--- config.mk ---
export PLATFORM = sky130hd
export DESIGN_NAME = wall_bank_sequencer
export DESIGN_NICKNAME = d
export VERILOG_FILES = /design/src/rtl/walls_pkg.sv /design/src/rtl/wall_hit.sv /design/src/rtl/wall_bank_sequencer.sv
export SDC_FILE = /design/constraint.sdc
export NUM_CORES = 2
export LEC_CHECK = 0
export BUFFER_PORTS_ARGS = -buffer_cell sky130_fd_sc_hd__buf_4
export CAP_MARGIN = 20
export CORE_UTILIZATION = 55
export DETAILED_ROUTE_END_ITERATION = 6
export HOLD_SLACK_MARGIN = 0.1
export PLACE_DENSITY = 0.76
export SLEW_MARGIN = 20
export SYNTH_ARGS = -nofsm -noshare
export SYNTH_HDL_FRONTEND = slang
export SYNTH_HIERARCHICAL = 1
export SYNTH_SLANG_ARGS = --single-unit
--- constraint.sdc ---
create_clock -name clk -period 131.1 [get_ports clk]
set_clock_uncertainty 0.2 [all_clocks]
set_input_delay 19.665 -clock clk [delete_from_list [all_inputs] [get_ports clk]]
set_output_delay 19.665 -clock clk [all_outputs]
set_load 0.005 [all_outputs]
--- src/rtl/walls_pkg.sv ---
// Shared types and constants for the wall bank sequencer.
// Build macro WALLS_DEFAULT_EN: when defined, wall 0 comes out of reset
// enabled with a default rectangle in both the shadow and active banks.
package walls_pkg;

  // One wall rectangle: half-open bounds [min, max) on each axis.
  typedef struct packed {
    logic [31:0] x_min;
    logic [31:0] x_max;
    logic [31:0] y_min;
    logic [31:0] y_max;
    logic [23:0] colour;
    logic        en;
  } wall_t;

  // Field selector carried in address_i[2:0]; 6 and 7 are reserved.
  typedef enum logic [2:0] {
    FLD_XMIN = 3'd0,
    FLD_XMAX = 3'd1,
    FLD_YMIN = 3'd2,
    FLD_YMAX = 3'd3,
    FLD_COL  = 3'd4,
    FLD_EN   = 3'd5
  } fld_e;

  // Commit sequencer states.
  typedef enum logic [1:0] {
    IDLE  = 2'd0,
    ARMED = 2'd1,
    COPY  = 2'd2
  } state_t;

  localparam logic [23:0] DEFAULT_RGB = 24'h15688E;
  localparam logic [31:0] DEF_X_MIN   = 32'd22;
  localparam logic [31:0] DEF_X_MAX   = 32'd60;
  localparam logic [31:0] DEF_Y_MIN   = 32'd35;
  localparam logic [31:0] DEF_Y_MAX   = 32'd200;

`ifdef WALLS_DEFAULT_EN
  localparam bit DEFAULT_WALL0 = 1'b1;
`else
  localparam bit DEFAULT_WALL0 = 1'b0;
`endif

  // Reset contents of wall slot idx (identical for shadow and active).
  function automatic wall_t reset_wall(input int idx);
    wall_t w;
    w.x_min  = '0;
    w.x_max  = '0;
    w.y_min  = '0;
    w.y_max  = '0;
    w.colour = DEFAULT_RGB;
    w.en     = 1'b0;
    if (DEFAULT_WALL0 && idx == 0) begin
      w.x_min = DEF_X_MIN;
      w.x_max = DEF_X_MAX;
      w.y_min = DEF_Y_MIN;
      w.y_max = DEF_Y_MAX;
      w.en    = 1'b1;
    end
    return w;
  endfunction

endpackage

--- src/rtl/wall_hit.sv ---
// Combinational rectangle hit test: enabled and inside half-open bounds.
// An empty interval (min >= max) can never hit.
module wall_hit
  import walls_pkg::*;
(
  input  wall_t       wall,
  input  logic [31:0] x,
  input  logic [31:0] y,
  output logic        hit
);

  assign hit = wall.en &&
               (x >= wall.x_min) && (x < wall.x_max) &&
               (y >= wall.y_min) && (y < wall.y_max);

endmodule

--- src/rtl/wall_bank_sequencer.sv ---
// Shadow/active wall bank with a vblank-synchronised commit copy and a
// fixed-priority (lowest index wins) pixel compositor.
// Build macro WALLS_DEFAULT_EN (see walls_pkg) selects a default wall 0.
//
// Handshake: MW_i is a one-cycle write strobe accepted only in IDLE; while
// busy_o is high a write to a real field is discarded and drop_o pulses one
// cycle later. commit_i is a one-cycle request honoured only in IDLE; the
// copy starts on the next vblank rising edge seen while ARMED and done_o
// pulses one cycle after the last wall is copied.
module wall_bank_sequencer
  import walls_pkg::*;
#(
  parameter int          N_WALLS = 4,
  parameter logic [23:0] BG_RGB  = 24'h000000
)(
  input  logic                         clk,
  input  logic                         rst,
  input  logic                         MW_i,
  input  logic [$clog2(N_WALLS)+2:0]   address_i,
  input  logic [31:0]                  data_i,
  input  logic                         commit_i,
  input  logic                         vblank_i,
  input  logic [31:0]                  x_pos_i,
  input  logic [31:0]                  y_pos_i,
  output logic [23:0]                  RGB_o,
  output logic                         visible_o,
  output logic                         busy_o,
  output logic                         done_o,
  output logic                         drop_o,
  output state_t                       state_o
);

  localparam int AW = $clog2(N_WALLS) + 3;
  localparam int IW = (N_WALLS > 1) ? $clog2(N_WALLS) : 1;
  localparam logic [IW-1:0] LAST_IDX = IW'(N_WALLS - 1);

  wall_t          shadow [N_WALLS];
  wall_t          active [N_WALLS];
  state_t         state, state_nx;
  logic [IW-1:0]  copy_idx;
  logic           vb_q;
  logic           vb_rise;
  logic [AW-1:0]  idx_ext;
  logic [IW-1:0]  wr_idx;
  logic           addr_ok;
  logic           wr_ok;
  logic [N_WALLS-1:0] hit;
  logic [23:0]    rgb_nx;
  logic           vis_nx;

  assign idx_ext = address_i >> 3;
  assign wr_idx  = idx_ext[IW-1:0];
  assign addr_ok = (idx_ext < AW'(N_WALLS)) && (address_i[2:0] <= 3'd5);
  assign wr_ok   = MW_i && addr_ok && (state == IDLE);
  assign vb_rise = vblank_i && !vb_q;
  assign busy_o  = (state != IDLE);
  assign state_o = state;

  // Sequencer state register, vblank edge detector, copy index and pulses.
  always_ff @(posedge clk or posedge rst) begin
    if (rst) begin
      state    <= IDLE;
      vb_q     <= 1'b0;
      copy_idx <= '0;
      done_o   <= 1'b0;
      drop_o   <= 1'b0;
    end else begin
      state  <= state_nx;
      vb_q   <= vblank_i;
      done_o <= (state == COPY) && (copy_idx == LAST_IDX);
      drop_o <= MW_i && addr_ok && (state != IDLE);
      if (state == ARMED && vb_rise) copy_idx <= '0;
      else if (state == COPY)        copy_idx <= copy_idx + 1'b1;
    end
  end

  // Next-state logic; a commit in IDLE never consumes a coincident vblank edge.
  always_comb begin
    state_nx = state;
    case (state)
      IDLE:    if (commit_i) state_nx = ARMED;
      ARMED:   if (vb_rise) state_nx = COPY;
      COPY:    if (copy_idx == LAST_IDX) state_nx = IDLE;
      default: state_nx = IDLE;
    endcase
  end

  // Shadow bank: CPU field writes, accepted only while IDLE.
  always_ff @(posedge clk or posedge rst) begin
    if (rst) begin
      for (int i = 0; i < N_WALLS; i++) shadow[i] <= reset_wall(i);
    end else if (wr_ok) begin
      case (address_i[2:0])
        FLD_XMIN: shadow[wr_idx].x_min  <= data_i;
        FLD_XMAX: shadow[wr_idx].x_max  <= data_i;
        FLD_YMIN: shadow[wr_idx].y_min  <= data_i;
        FLD_YMAX: shadow[wr_idx].y_max  <= data_i;
        FLD_COL:  shadow[wr_idx].colour <= data_i[23:0];
        FLD_EN:   shadow[wr_idx].en     <= data_i[0];
        default:  ;
      endcase
    end
  end

  // Active bank: one wall copied from shadow per COPY cycle.
  always_ff @(posedge clk or posedge rst) begin
    if (rst) begin
      for (int i = 0; i < N_WALLS; i++) active[i] <= reset_wall(i);
    end else if (state == COPY) begin
      active[copy_idx] <= shadow[copy_idx];
    end
  end

  for (genvar g = 0; g < N_WALLS; g++) begin : g_hit
    wall_hit u_hit (
      .wall (active[g]),
      .x    (x_pos_i),
      .y    (y_pos_i),
      .hit  (hit[g])
    );
  end

  // Priority pick: scan high to low so the lowest hit index wins.
  always_comb begin
    rgb_nx = BG_RGB;
    vis_nx = 1'b0;
    for (int i = N_WALLS - 1; i >= 0; i--) begin
      if (hit[i]) begin
        rgb_nx = active[i].colour;
        vis_nx = 1'b1;
      end
    end
  end

  // Registered pixel output.
  always_ff @(posedge clk or posedge rst) begin
    if (rst) begin
      RGB_o     <= BG_RGB;
      visible_o <= 1'b0;
    end else begin
      RGB_o     <= rgb_nx;
      visible_o <= vis_nx;
    end
  end

endmodule

==> flow_metrics.env <==
export IMPL_synth_nets=6358
export IMPL_worstMarginPinSlew_ps=1190
export IMPL_dieHeight_um=349
export IMPL_rsz0062_at_grt="no"
export IMPL_setup_viol=0
export IMPL_drv_cap=0
export IMPL_final_util_pct=61.4
export IMPL_power_leakage_nw=37.5
export IMPL_cts_tree="yes"
export IMPL_drt_initial_drc_count=7395
export IMPL_synthCells=5744
export IMPL_cts_resized=0
export IMPL_cts_root_buf="clkbuf_16"
export IMPL_synth_seq_cells=1256
export IMPL_min_to="shadow[385]"
export IMPL_htree_levels=4
export IMPL_synth_avg_cell_area_um2=11.5
export IMPL_synth_top_area_cell="dfrtp_1"
export IMPL_syn_cell_area_mm2=0.0662
export IMPL_seq_area_frac_synth_pct=47.6
export IMPL_cts_sinks=1256
export IMPL_end_kind="async pin"
export IMPL_core_area_mm2=0.119
export IMPL_critPathArrivalTime_ps=23940
export IMPL_fin_tns_setup_ps=0
export IMPL_grt_pass1_vias=49500
export IMPL_postCtsSetupBuffers=0
export IMPL_insertion_delay_ps=780
export IMPL_ys_warnings_count=6
export IMPL_vias_per_cell=6.58
export IMPL_synth_area_leaders="dfrtp_1 (44%), mux2_2 (14%), ha_1 (9.6%)"
export IMPL_clk_path_buf_depth=3
export IMPL_cellPowerDensity_mw_per_mm2=18.6
export IMPL_p_sw_w=0.000439
export IMPL_antenna_found_initial=20
export IMPL_synth_cell_types=63
export IMPL_hold_path_depth=1
export IMPL_r2r_cells=6
export IMPL_syn_to_final_growth_pct=10.0
export IMPL_reg2reg_slack_ps=126350
export IMPL_critPathRequiredTime_ps=131650
export IMPL_hpwl_mm=120
export IMPL_yosys_area_top_type_share_pct=44.4
export IMPL_max_freq_mhz=42.8
export IMPL_pin_count=136
export IMPL_drc_errors=155
export IMPL_slew_violations=0
export IMPL_holdBufCountCts=0
export IMPL_r2r_end="active[106]"
export IMPL_min_delay_path_class="reg -> reg"
export IMPL_postSynth_asyncResetShare_pct=100
export IMPL_drive_gt1_share_pct=24.1
export IMPL_layout_nets=6311
export IMPL_grt_max_degree=192
export IMPL_sequentialPowerShare_pct=41.1
export IMPL_grt_ovfl_total=0
export IMPL_grtUsageTotal_pct=32.4
export IMPL_hold_viol=0
export IMPL_n_fill_cell=9265
export IMPL_clk_pin_slew_ps=60
export IMPL_die_area_mm2=0.122
export IMPL_p_int_w=0.000915
export IMPL_rows=126
export IMPL_vias=48800
export IMPL_synth_most_common_cell="dfrtp_1"
export IMPL_ys_top_cells_by_count="dfrtp_1 (1176), inv_1 (1088), mux2_2 (814)"
export IMPL_design_area_mm2=0.0728
export IMPL_min_from="shadow[385]"
export IMPL_ant_nets=0
export IMPL_cts_buffers_inserted=135
export IMPL_ir_drop_v=0.0000173
export IMPL_synthFlopType="dfrtp_1"
export IMPL_period_minus_slack_ps=23390
export IMPL_die_w_um=349
export IMPL_status="complete, but fails checks"
export IMPL_p_comb_share_pct=28.9
export IMPL_synth_edf_count=0
export IMPL_critPathKind="in -> async"
export IMPL_grt_pass1_wl_mm=300
export IMPL_pwr_share_clk_pct=30.0
export IMPL_first_pass_iters=7
export IMPL_startpoint_type="input port"
export IMPL_fin_crit_sh_pct=17.8
export IMPL_initial_core_util_pct=55.8
export IMPL_violations="design-rule violations"
export IMPL_portBuffers=135
export IMPL_worstPathMaxFanout=134
export IMPL_routed_wl_mm=198
export IMPL_gp_congestion=0.920
export IMPL_routedWlPerCell_um=26.8
export IMPL_sw_frac_of_total_pct=32.4
export IMPL_r2r_start="copy_idx[0]"
export IMPL_place_area_mm2=0.0680
export IMPL_power_total_w=0.00135
export IMPL_slew_headroom_pct=20.4
## power by group through the flow
stage | combinational (W) | sequential, W | clock (W)
floorplan | 0.000290 | 0.000543 | 0
global placement | 0.000370 | 0.000554 | 0
detailed placement | 0.000383 | 0.000560 | 0
CTS | 0.000387 | 0.000554 | 0.000410
global route | 0.000429 | 0.000568 | 0.000426
finish | 0.000391 | 0.000556 | 0.000407
## sequential cells by signal, summed over array words and instances (netlist names)
| register | flops |
|---|---|
| active | 612 |
| shadow | 612 |
| RGB_o | 24 |
| copy_idx | 2 |
| state_o | 2 |
| done_o | 1 |
| drop_o | 1 |
| vb_q | 1 |
| visible_o | 1 |
## cell families (layout without fill, tap and decap cells)
kind of cell	count (synthesis)	count (layout)	share of synthesized area (%)
AOI/OAI and AO/OA	1091	1091	14.0
other	0	8	0
adders and majority gates	508	508	9.60
muxes	918	918	15.8
and+or+nand+nor	506	506	4.00
buffers and inverters	1465	1523	9.00
DFF	1256	1256	47.6
## worst max path at each step
stage,endpoint,from,depth (start not counted)
5_1_grt,shadow[225],rst,6
6_report,shadow[225],rst,6
3_5_place_dp,shadow[226],rst,6
2_1_floorplan,RGB_o[0],rst,1
3_3_place_gp,shadow[226],rst,6
4_1_cts,active[185],rst,6
## stage by stage
stage / hold WS [ps] / worst slack [ps] / std cells
floorplan: 251 / 75970 / 5744
global placement: 262 / 106870 / 7159
detailed placement: 269 / 106790 / 7159
CTS: 284 / 107600 / 7401
global route: 299 / 107030 / 7406
finish: 283 / 107710 / 7410
## worst max-delay path: stages
cell   delay (ps)
buf_4         130
inv_8         560
buf_4         700
buf_4         840
buf_4         820
buf_4         900
## layout by cell type, fill, tap and decap left out, types with 73 or more instances in the layout
cell type / n
buf_4: 182
mux2_1: 73
nor2_1: 77
nand2_1: 180
ha_1: 508
inv_1: 1087
dfrtp_1: 1175
a21oi_1: 132
nand4_1: 82
clkbuf_16: 136
dfstp_2: 80
mux2_2: 814
a222oi_1: 563
## routing by layer
layer,part of all wire (%),up-vias,track usage (%)
met1,39,24700,42.8
li1,-,20900,-
met4,4.3,18,14.7
met5,0.070,-,0
met2,46,2680,51.5
met3,10,528,6.72
## cell type report
type | instances | area (µm²) | area share (%)
flip-flops and latches | 1256 | 31500 | 43.3
multi-input cells | 3023 | 28900 | 39.6
inverters | 1088 | 4090 | 5.62
clock buffers | 180 | 3830 | 5.26
well taps | 1600 | 2000 | 2.75
repair buffers | 193 | 1590 | 2.18
clock inverters | 62 | 898 | 1.23
diodes | 8 | 20.0 | 0.0275
(Power assumes the default switching activity.)
